==> src/rtl/lsu_mem_master.sv <==
// Load/store unit driving the data-side port of the unified memory model.
// Loads are word reads with byte/half extraction and sign/zero extension.
// Byte and half stores are read-modify-write because the memory always
// commits four bytes per write.
module lsu_mem_master #(
  parameter logic [31:0] RAM_ORI = 32'h0020_0000,
  parameter logic [31:0] RAM_LEN = 32'h0010_0000
) (
  input  logic        clk_i,
  input  logic        rst_i,
  input  logic        req_valid_i,
  output logic        req_ready_o,
  input  logic        req_we_i,
  input  logic [1:0]  req_size_i,
  input  logic        req_unsigned_i,
  input  logic [31:0] req_addr_i,
  input  logic [31:0] req_wdata_i,
  output logic        rsp_valid_o,
  output logic [31:0] rsp_rdata_o,
  output logic        rsp_err_o,
  output logic        ram_rd_en_o,
  output logic [31:0] ram_rd_addr_o,
  input  logic [31:0] ram_rd_data_i,
  output logic        ram_wr_en_o,
  output logic [31:0] ram_wr_addr_o,
  output logic [31:0] ram_wr_data_o
);

  localparam logic [1:0] ST_IDLE  = 2'd0;
  localparam logic [1:0] ST_READ  = 2'd1;
  localparam logic [1:0] ST_WRITE = 2'd2;
  localparam logic [1:0] ST_RESP  = 2'd3;

  localparam logic [32:0] WIN_END = {1'b0, RAM_ORI} + {1'b0, RAM_LEN};

  // Number of bytes touched by an access of the given size.
  function automatic logic [2:0] f_access_bytes(input logic [1:0] sz);
    logic [2:0] n;
    case (sz)
      2'b00:   n = 3'd1;
      2'b01:   n = 3'd2;
      default: n = 3'd4;
    endcase
    return n;
  endfunction

  // Load data always starts at bit 0 because the memory returns bytes from addr.
  function automatic logic [31:0] f_extend(input logic [31:0] d, input logic [1:0] sz,
                                           input logic uns);
    logic [31:0] v;
    case (sz)
      2'b00:   v = {{24{d[7] & ~uns}}, d[7:0]};
      2'b01:   v = {{16{d[15] & ~uns}}, d[15:0]};
      default: v = d;
    endcase
    return v;
  endfunction

  // Upper bytes come back from the read so the write rewrites them unchanged.
  function automatic logic [31:0] f_merge(input logic [31:0] rd, input logic [15:0] wd,
                                          input logic [1:0] sz);
    logic [31:0] v;
    if (sz == 2'b00) v = {rd[31:8], wd[7:0]};
    else             v = {rd[31:16], wd[15:0]};
    return v;
  endfunction

  logic [1:0]  r_state;
  logic        r_ready;
  logic        r_rsp_valid;
  logic [31:0] r_rsp_rdata;
  logic        r_rsp_err;
  logic        r_rd_en;
  logic [31:0] r_rd_addr;
  logic        r_wr_en;
  logic [31:0] r_wr_addr;
  logic [31:0] r_wr_data;

  logic        r_we;
  logic [1:0]  r_size;
  logic        r_unsigned;
  logic [31:0] r_addr;
  logic [15:0] r_wdata_lo;

  logic        w_accept;
  logic [2:0]  w_bytes;
  logic [32:0] w_end;
  logic        w_req_err;
  logic        w_needs_read;

  assign w_accept     = req_valid_i & r_ready;
  assign w_bytes      = f_access_bytes(req_size_i);
  assign w_end        = {1'b0, req_addr_i} + {30'd0, w_bytes};
  assign w_req_err    = (req_size_i == 2'b11)
                      | ((req_size_i == 2'b01) & req_addr_i[0])
                      | ((req_size_i == 2'b10) & (req_addr_i[1:0] != 2'b00))
                      | (req_addr_i < RAM_ORI)
                      | (w_end > WIN_END);
  assign w_needs_read = ~req_we_i | (req_size_i != 2'b10);

  assign req_ready_o   = r_ready;
  assign rsp_valid_o   = r_rsp_valid;
  assign rsp_rdata_o   = r_rsp_rdata;
  assign rsp_err_o     = r_rsp_err;
  assign ram_rd_en_o   = r_rd_en;
  assign ram_rd_addr_o = r_rd_addr;
  assign ram_wr_en_o   = r_wr_en;
  assign ram_wr_addr_o = r_wr_addr;
  assign ram_wr_data_o = r_wr_data;

  // Latch the request fields at the accepting edge; they are only read after it.
  always_ff @(posedge clk_i) begin
    if (w_accept) begin
      r_we       <= req_we_i;
      r_size     <= req_size_i;
      r_unsigned <= req_unsigned_i;
      r_addr     <= req_addr_i;
      r_wdata_lo <= req_wdata_i[15:0];
    end
  end

  // Request sequencer: IDLE -> (READ) -> (WRITE) -> RESP, all outputs registered.
  always_ff @(posedge clk_i or negedge rst_i) begin
    if (!rst_i) begin
      r_state     <= ST_IDLE;
      r_ready     <= 1'b0;
      r_rsp_valid <= 1'b0;
      r_rsp_rdata <= '0;
      r_rsp_err   <= 1'b0;
      r_rd_en     <= 1'b0;
      r_rd_addr   <= '0;
      r_wr_en     <= 1'b0;
      r_wr_addr   <= '0;
      r_wr_data   <= '0;
    end else begin
      case (r_state)
        ST_IDLE: begin
          if (w_accept) begin
            r_ready <= 1'b0;
            if (w_req_err) begin
              r_state     <= ST_RESP;
              r_rsp_valid <= 1'b1;
              r_rsp_err   <= 1'b1;
            end else if (w_needs_read) begin
              r_state   <= ST_READ;
              r_rd_en   <= 1'b1;
              r_rd_addr <= req_addr_i;
            end else begin
              r_state   <= ST_WRITE;
              r_wr_en   <= 1'b1;
              r_wr_addr <= req_addr_i;
              r_wr_data <= req_wdata_i;
            end
          end else begin
            r_ready <= 1'b1;
          end
        end
        ST_READ: begin
          r_rd_en <= 1'b0;
          if (r_we) begin
            r_state   <= ST_WRITE;
            r_wr_en   <= 1'b1;
            r_wr_addr <= r_addr;
            r_wr_data <= f_merge(ram_rd_data_i, r_wdata_lo, r_size);
          end else begin
            r_state     <= ST_RESP;
            r_rsp_valid <= 1'b1;
            r_rsp_rdata <= f_extend(ram_rd_data_i, r_size, r_unsigned);
          end
        end
        ST_WRITE: begin
          r_wr_en     <= 1'b0;
          r_state     <= ST_RESP;
          r_rsp_valid <= 1'b1;
        end
        default: begin
          r_state     <= ST_IDLE;
          r_rsp_valid <= 1'b0;
          r_rsp_err   <= 1'b0;
          r_rsp_rdata <= '0;
          r_ready     <= 1'b1;
        end
      endcase
    end
  end

endmodule

==> config.mk <==
export PLATFORM = sky130hd
export DESIGN_NAME = lsu_mem_master
export DESIGN_NICKNAME = d
export VERILOG_FILES = /design/src/rtl/lsu_mem_master.sv
export SDC_FILE = /design/constraint.sdc
export NUM_CORES = 1
export LEC_CHECK = 0
export BUFFER_PORTS_ARGS = -buffer_cell sky130_fd_sc_hd__buf_4
export CAP_MARGIN = 5
export CORE_ASPECT_RATIO = 1.75
export CORE_MARGIN = 10
export CORE_UTILIZATION = 50
export CTS_CLUSTER_DIAMETER = 40
export CTS_CLUSTER_SIZE = 8
export DETAILED_ROUTE_END_ITERATION = 10
export GPL_ROUTABILITY_DRIVEN = 0
export HOLD_SLACK_MARGIN = 0.06
export PLACE_DENSITY = 0.77
export SETUP_SLACK_MARGIN = 0.3
export SYNTH_ARGS = -nofsm -noshare
export SYNTH_HDL_FRONTEND = slang
export SYNTH_SLANG_ARGS = --single-unit
==> constraint.sdc <==
create_clock -name clk_i -period 8.6 [get_ports clk_i]
set_clock_uncertainty 0.1 [all_clocks]
set_input_delay 0.86 -clock clk_i [delete_from_list [all_inputs] [get_ports clk_i]]
set_output_delay 0.86 -clock clk_i [all_outputs]
set_load 0.01 [all_outputs]
# After elaboration in Yosys (flattened, before gate mapping)
# Index checks and enable logic that the tools add are counted.
[word_totals]
in_bits = 103
out_inout_bits = 133
elab_cells = 98
ff_bits = 187
[classes]
magnitude_cmp = 2
n_bitwise = 15
add_sub_neg = 1
n_eq_ne = 14
mux = 36
reduce_logical = 15
[ops]
columns = ["cell", "n"]
rows = [
  ["$mux W32", 9],
  ["$pmux W32 S2", 4],
  ["$add A32 B3 Y33", 1],
  ["$gt A33 B22 Y1 const B", 1],
  ["$lt A32 B22 Y1 const B", 1],
  ["$mux W16", 1],
  ["$ne A2 B2 Y1 const B", 8],
  ["$mux W1", 12],
  ["$reduce_and A5 Y1", 2],
  ["$reduce_and A4 Y1", 2],
  ["$eq A2 B1 Y1 const B", 3],
  ["$eq A2 B2 Y1 const B", 3],
  ["$logic_not A2 Y1", 3],
  ["$mux W2", 3],
  ["$pmux W1 S2", 3],
  ["$pmux W1 S3", 2],
  ["$pmux W2 S3", 1],
  ["$pmux W3 S2", 1],
  ["$reduce_and A3 Y1", 2],
  ["$and A1 B1 Y1", 5],
  ["$not A1 Y1", 5],
  ["$or A1 B1 Y1", 5],
  ["$reduce_bool A2 Y1", 2],
  ["$reduce_or A2 Y1", 2],
  ["other kinds (2)", 2],
]

# Depth between registers and ports, before layout
[depth]
depth_word = 9
ltp_mapped = 14
mapped_depth_nobuf = 11

# Least setup slack after synthesis
# Ideal clock, no wire load.
[synth_timing]
path_type = "input -> register"
from = "in req_size_i[1]"
to = "reg r_wr_addr[0], in the netlist ram_wr_addr_o[0]"
slack_ps = 4350
arrival_time_ps = 4022
path_stages = 13
cell_sequence = "nor2_1 > ha_1 > fa_1 > a21oi_1 > or4_1 > buf_2 > o21a_1 > a211oi_1 > o2111ai_2 > or4_1 > o22ai_4 > buf_6 > mux2_1"
[synth_via]
elab_chain_len = 8
[synth_rtl]
columns = ["item", "line_no", "source"]
rows = [
  ["from (decl)", "14", "input logic [1:0] req_size_i,"],
  ["branches (longest 7 deep; another with $add A32 B3 Y33)", "n/a", ""],
  ["$reduce_and A5 Y1 (no source line) (*)", "n/a", ""],
  ["to (signal assigned)", "151", "r_wr_addr <= req_addr_i;"],
  ["to (signal assigned)", "163", "r_wr_addr <= r_addr;"],
  ["to (decl)", "76", "logic [31:0] r_wr_addr;"],
]
# Mark *: on every way between the ends.
# A chain may end at the register's enable or synchronous reset.

# Worst setup path after layout
[layout_timing]
from = "in req_size_i[1]"
to = "reg r_wr_data[29], in the netlist ram_wr_data_o[29]"
[layout_via]
elab_chain_len = 8
[layout_rtl]
columns = ["item", "line_no", "source"]
rows = [
  ["branches (longest 7 deep; another with $add A32 B3 Y33)", "n/a", ""],
  ["$reduce_and A5 Y1 (no source line) (*)", "n/a", ""],
  ["to (signal assigned)", "152", "r_wr_data <= req_wdata_i;"],
  ["to (signal assigned)", "164", "r_wr_data <= f_merge(ram_rd_data_i, r_wdata_lo, r_size);"],
  ["to (decl)", "77", "logic [31:0] r_wr_data;"],
]
# Marks and branches as above.

==> impl_metrics.ini <==
[clock_tree]
htree_levels = 4
cts_num_sinks = 187
numCtsBuffers = 17
cts_tree = built
clock_latency_ns = 0.43
cts.clk_slew.worst_paths_ns = 0.07
cts_max_path_buffers = 2
cts_root_buf = clkbuf_16
cts_resized = 0
hold_buffers = 0
post_cts_buffers = 0

[logic_synthesis]
synthDistinctLibCells = 61
ys_seq_area_frac = 0.579
yosysTopAreaCell = dfrtp_1
ys_ff_latch = 187
ys_top_cells_by_area = dfrtp_1, edfxtp_1, mux2_1
synth_area_per_cell_sq_um = 12.7
synth_fp_nets = 782
mappedNetlistArea_sq_um = 8540
async_flop_share = 0.722
syn-instance-count = 671
yosys_most_used_dff = dfrtp_1
ys_warn_count = 0
yosys.area.top_type_share = 0.396
synth_edf_count = 52

[global_route]
track_usage = 0.200
grt_max_degree = 81
grt_overflow = 0
grt_pass1_vias = 6697
grt_pass1_wl_um = 36400
antenna_found_initial = 0

[sta]
setup_viol = 0
fin_crit_sh = 0.595
tightest_slew_ns = 1.09
rsz0062_at_grt = no
drv_slew = 0
tns_ns = 0
fmax_mhz = 195
hold_viol_final = 0
relSlewSlack = 0.270
period_needed_ns = 5.12

[critical_path]
path_class = primary input to flop
cp-end-kind = flop
crit_arrival_ns = 5.33
rrSetupSlack_ns = 4.26
startpoint = req_size_i[1]
worstPathRequired_ns = 8.81
cp-start-kind = primary input
cp_max_fo = 45
r2r_cells = 7
r2r_start = r_state[1]
r2r_end = ram_wr_data_o[29]

[route]
vias = 6268
wire_per_inst_um = 20.3
first_pass_iters = 4
antenna_left = 0
wl_um = 23100
drc = 0
viasPerCell = 5.51
drt-initial-drc-count = 333

[place]
dp_hpwl_um = 17000
port_buffers = 235

[power]
leakage_nw = 4.96
vdd_drop_max_v = 0.000158
pwr_density_cell_nw_per_um2 = 315
power_mw = 3.49

[final_layout]
syn2layout_area_growth_pct = 29.9
insertedDiodeCount = 0
finalNetCount = 1008
drive_gt1_frac = 0.387

[worst_hold_path]
hold_class = primary input to asynchronous set/reset pin

[die]
io_pins = 236
die_height_um = 193
die_w_um = 119
core_area_sq_um = 16900
row_count = 63
start_util = 0.506
dieArea_sq_um = 22900

[flow_run]
maxCapViolations = 0

[status]
run_status = completed
worst max-delay path by stage:
| stage | to | slack, ns | cells after the start |
|---|---|---|---|
| after global routing | ram_wr_data_o[29] | 3.22 | 13 |
| after floorplan | ram_wr_addr_o[0] | 4.35 | 13 |
| after detailed placement | ram_wr_data_o[27] | 3.05 | 13 |
| after CTS | ram_wr_data_o[27] | 3.49 | 13 |
| after global placement | ram_wr_data_o[28] | 3.14 | 13 |
| final | ram_wr_data_o[29] | 3.48 | 13 |
layer usage:
layer,up-vias,part of all wire,track usage
li1,2921,-,-
met1,3093,0.36,0.212
met2,204,0.55,0.363
met3,50,0.056,0.0507
met4,0,0.037,0.0953
met5,-,0,0
through the flow:
step | cell area (sq um) | cells | utilization | hold slack [ns] | worst slack [ns]
global placement | 10500 | 1105 | 0.621 | 0.355 | 3.14
CTS | 11100 | 1137 | 0.658 | 0.321 | 3.49
finish | 11100 | 1137 | 0.658 | 0.309 | 3.48
floorplan | 8540 | 671 | - | 0.404 | 4.35
detailed placement | 10500 | 1105 | 0.621 | 0.357 | 3.05
global route | 11100 | 1137 | 0.658 | 0.342 | 3.22
registers in the layout, indices dropped and copies added, names as in the netlist:
signal	count
r_addr	32
ram_rd_addr_o	32
ram_wr_addr_o	32
ram_wr_data_o	32
rsp_rdata_o	32
r_wdata_lo	16
r_size	2
r_state	2
r_unsigned	1
r_we	1
ram_rd_en_o	1
ram_wr_en_o	1
req_ready_o	1
rsp_err_o	1
rsp_valid_o	1
synthesized netlist by cell type (4+ instances only):
library cell,count
and3_1,4
a31oi_1,8
a22o_1,8
nor2_1,22
buf_2,4
or4_1,6
mux2_1,72
edfxtp_1,52
nor2b_1,17
inv_1,8
nand2_1,58
a21oi_1,14
a211oi_1,4
ha_1,7
clkbuf_1,23
buf_6,6
o21ai_0,40
nor4_1,5
nand3_1,15
mux2_2,67
nor3_1,13
nand2b_1,8
and2_1,11
nor3b_1,4
dfrtp_1,135
nand4_1,7
final cells by class:
class                      count  area, sq um
timing repair buffer         241         1810
inverter                       8         30.0
clock inverter                15          199
clock buffer                  17          425
fill                        1352         5780
tap                          227          284
multi-input combinational    442         3400
sequential                   187         4940
critical path, stage by stage:
cell and delay (ns):
buf_4 0.13, nor2_1 0.11, ha_1 0.19, fa_1 0.21, a21oi_1 0.15, or4_1 0.71, nor4b_1 0.37, o22a_1 0.18
o2111ai_2 0.21, or4_1 0.54, o22ai_4 0.58, buf_4 0.64, mux2_2 0.40
layout by cell type (no fill, tap or decap), types with 4 or more instances in the layout:
master	Yosys	routed
a21oi_1	14	14
nor3b_1	4	4
a31oi_1	8	8
nand2b_1	8	8
inv_1	8	7
edfxtp_1	52	52
inv_6	0	4
buf_4	0	240
nand3_1	15	15
and3_1	4	4
a22o_1	8	8
mux2_2	67	67
nor3_1	13	13
nor2_1	22	22
mux2_1	72	72
clkbuf_16	0	17
nand2_1	58	58
o21ai_0	40	40
ha_1	7	6
nand4_1	7	7
nor2b_1	17	17
inv_8	0	4
and2_1	11	11
or4_1	6	6
dfrtp_1	135	135
nor4_1	5	5
a211oi_1	4	4
kinds of logic after synthesis:
kind of cell | share of synthesized area
compound gates | 0.0853
xor+xnor | 0.00513
fa+ha+maj | 0.0126
buf+inv | 0.0243
flops | 0.579
mux | 0.185
simple gates | 0.109
where the power goes:
group          leakage [nW]  switching (mW)  internal, mW
Clock                 0.306           0.373         0.447
Sequential             2.22           0.138          1.19
Combinational          2.44           0.675         0.669
Total                  4.96            1.19          2.31
Power figures use the tool's default switching activity.
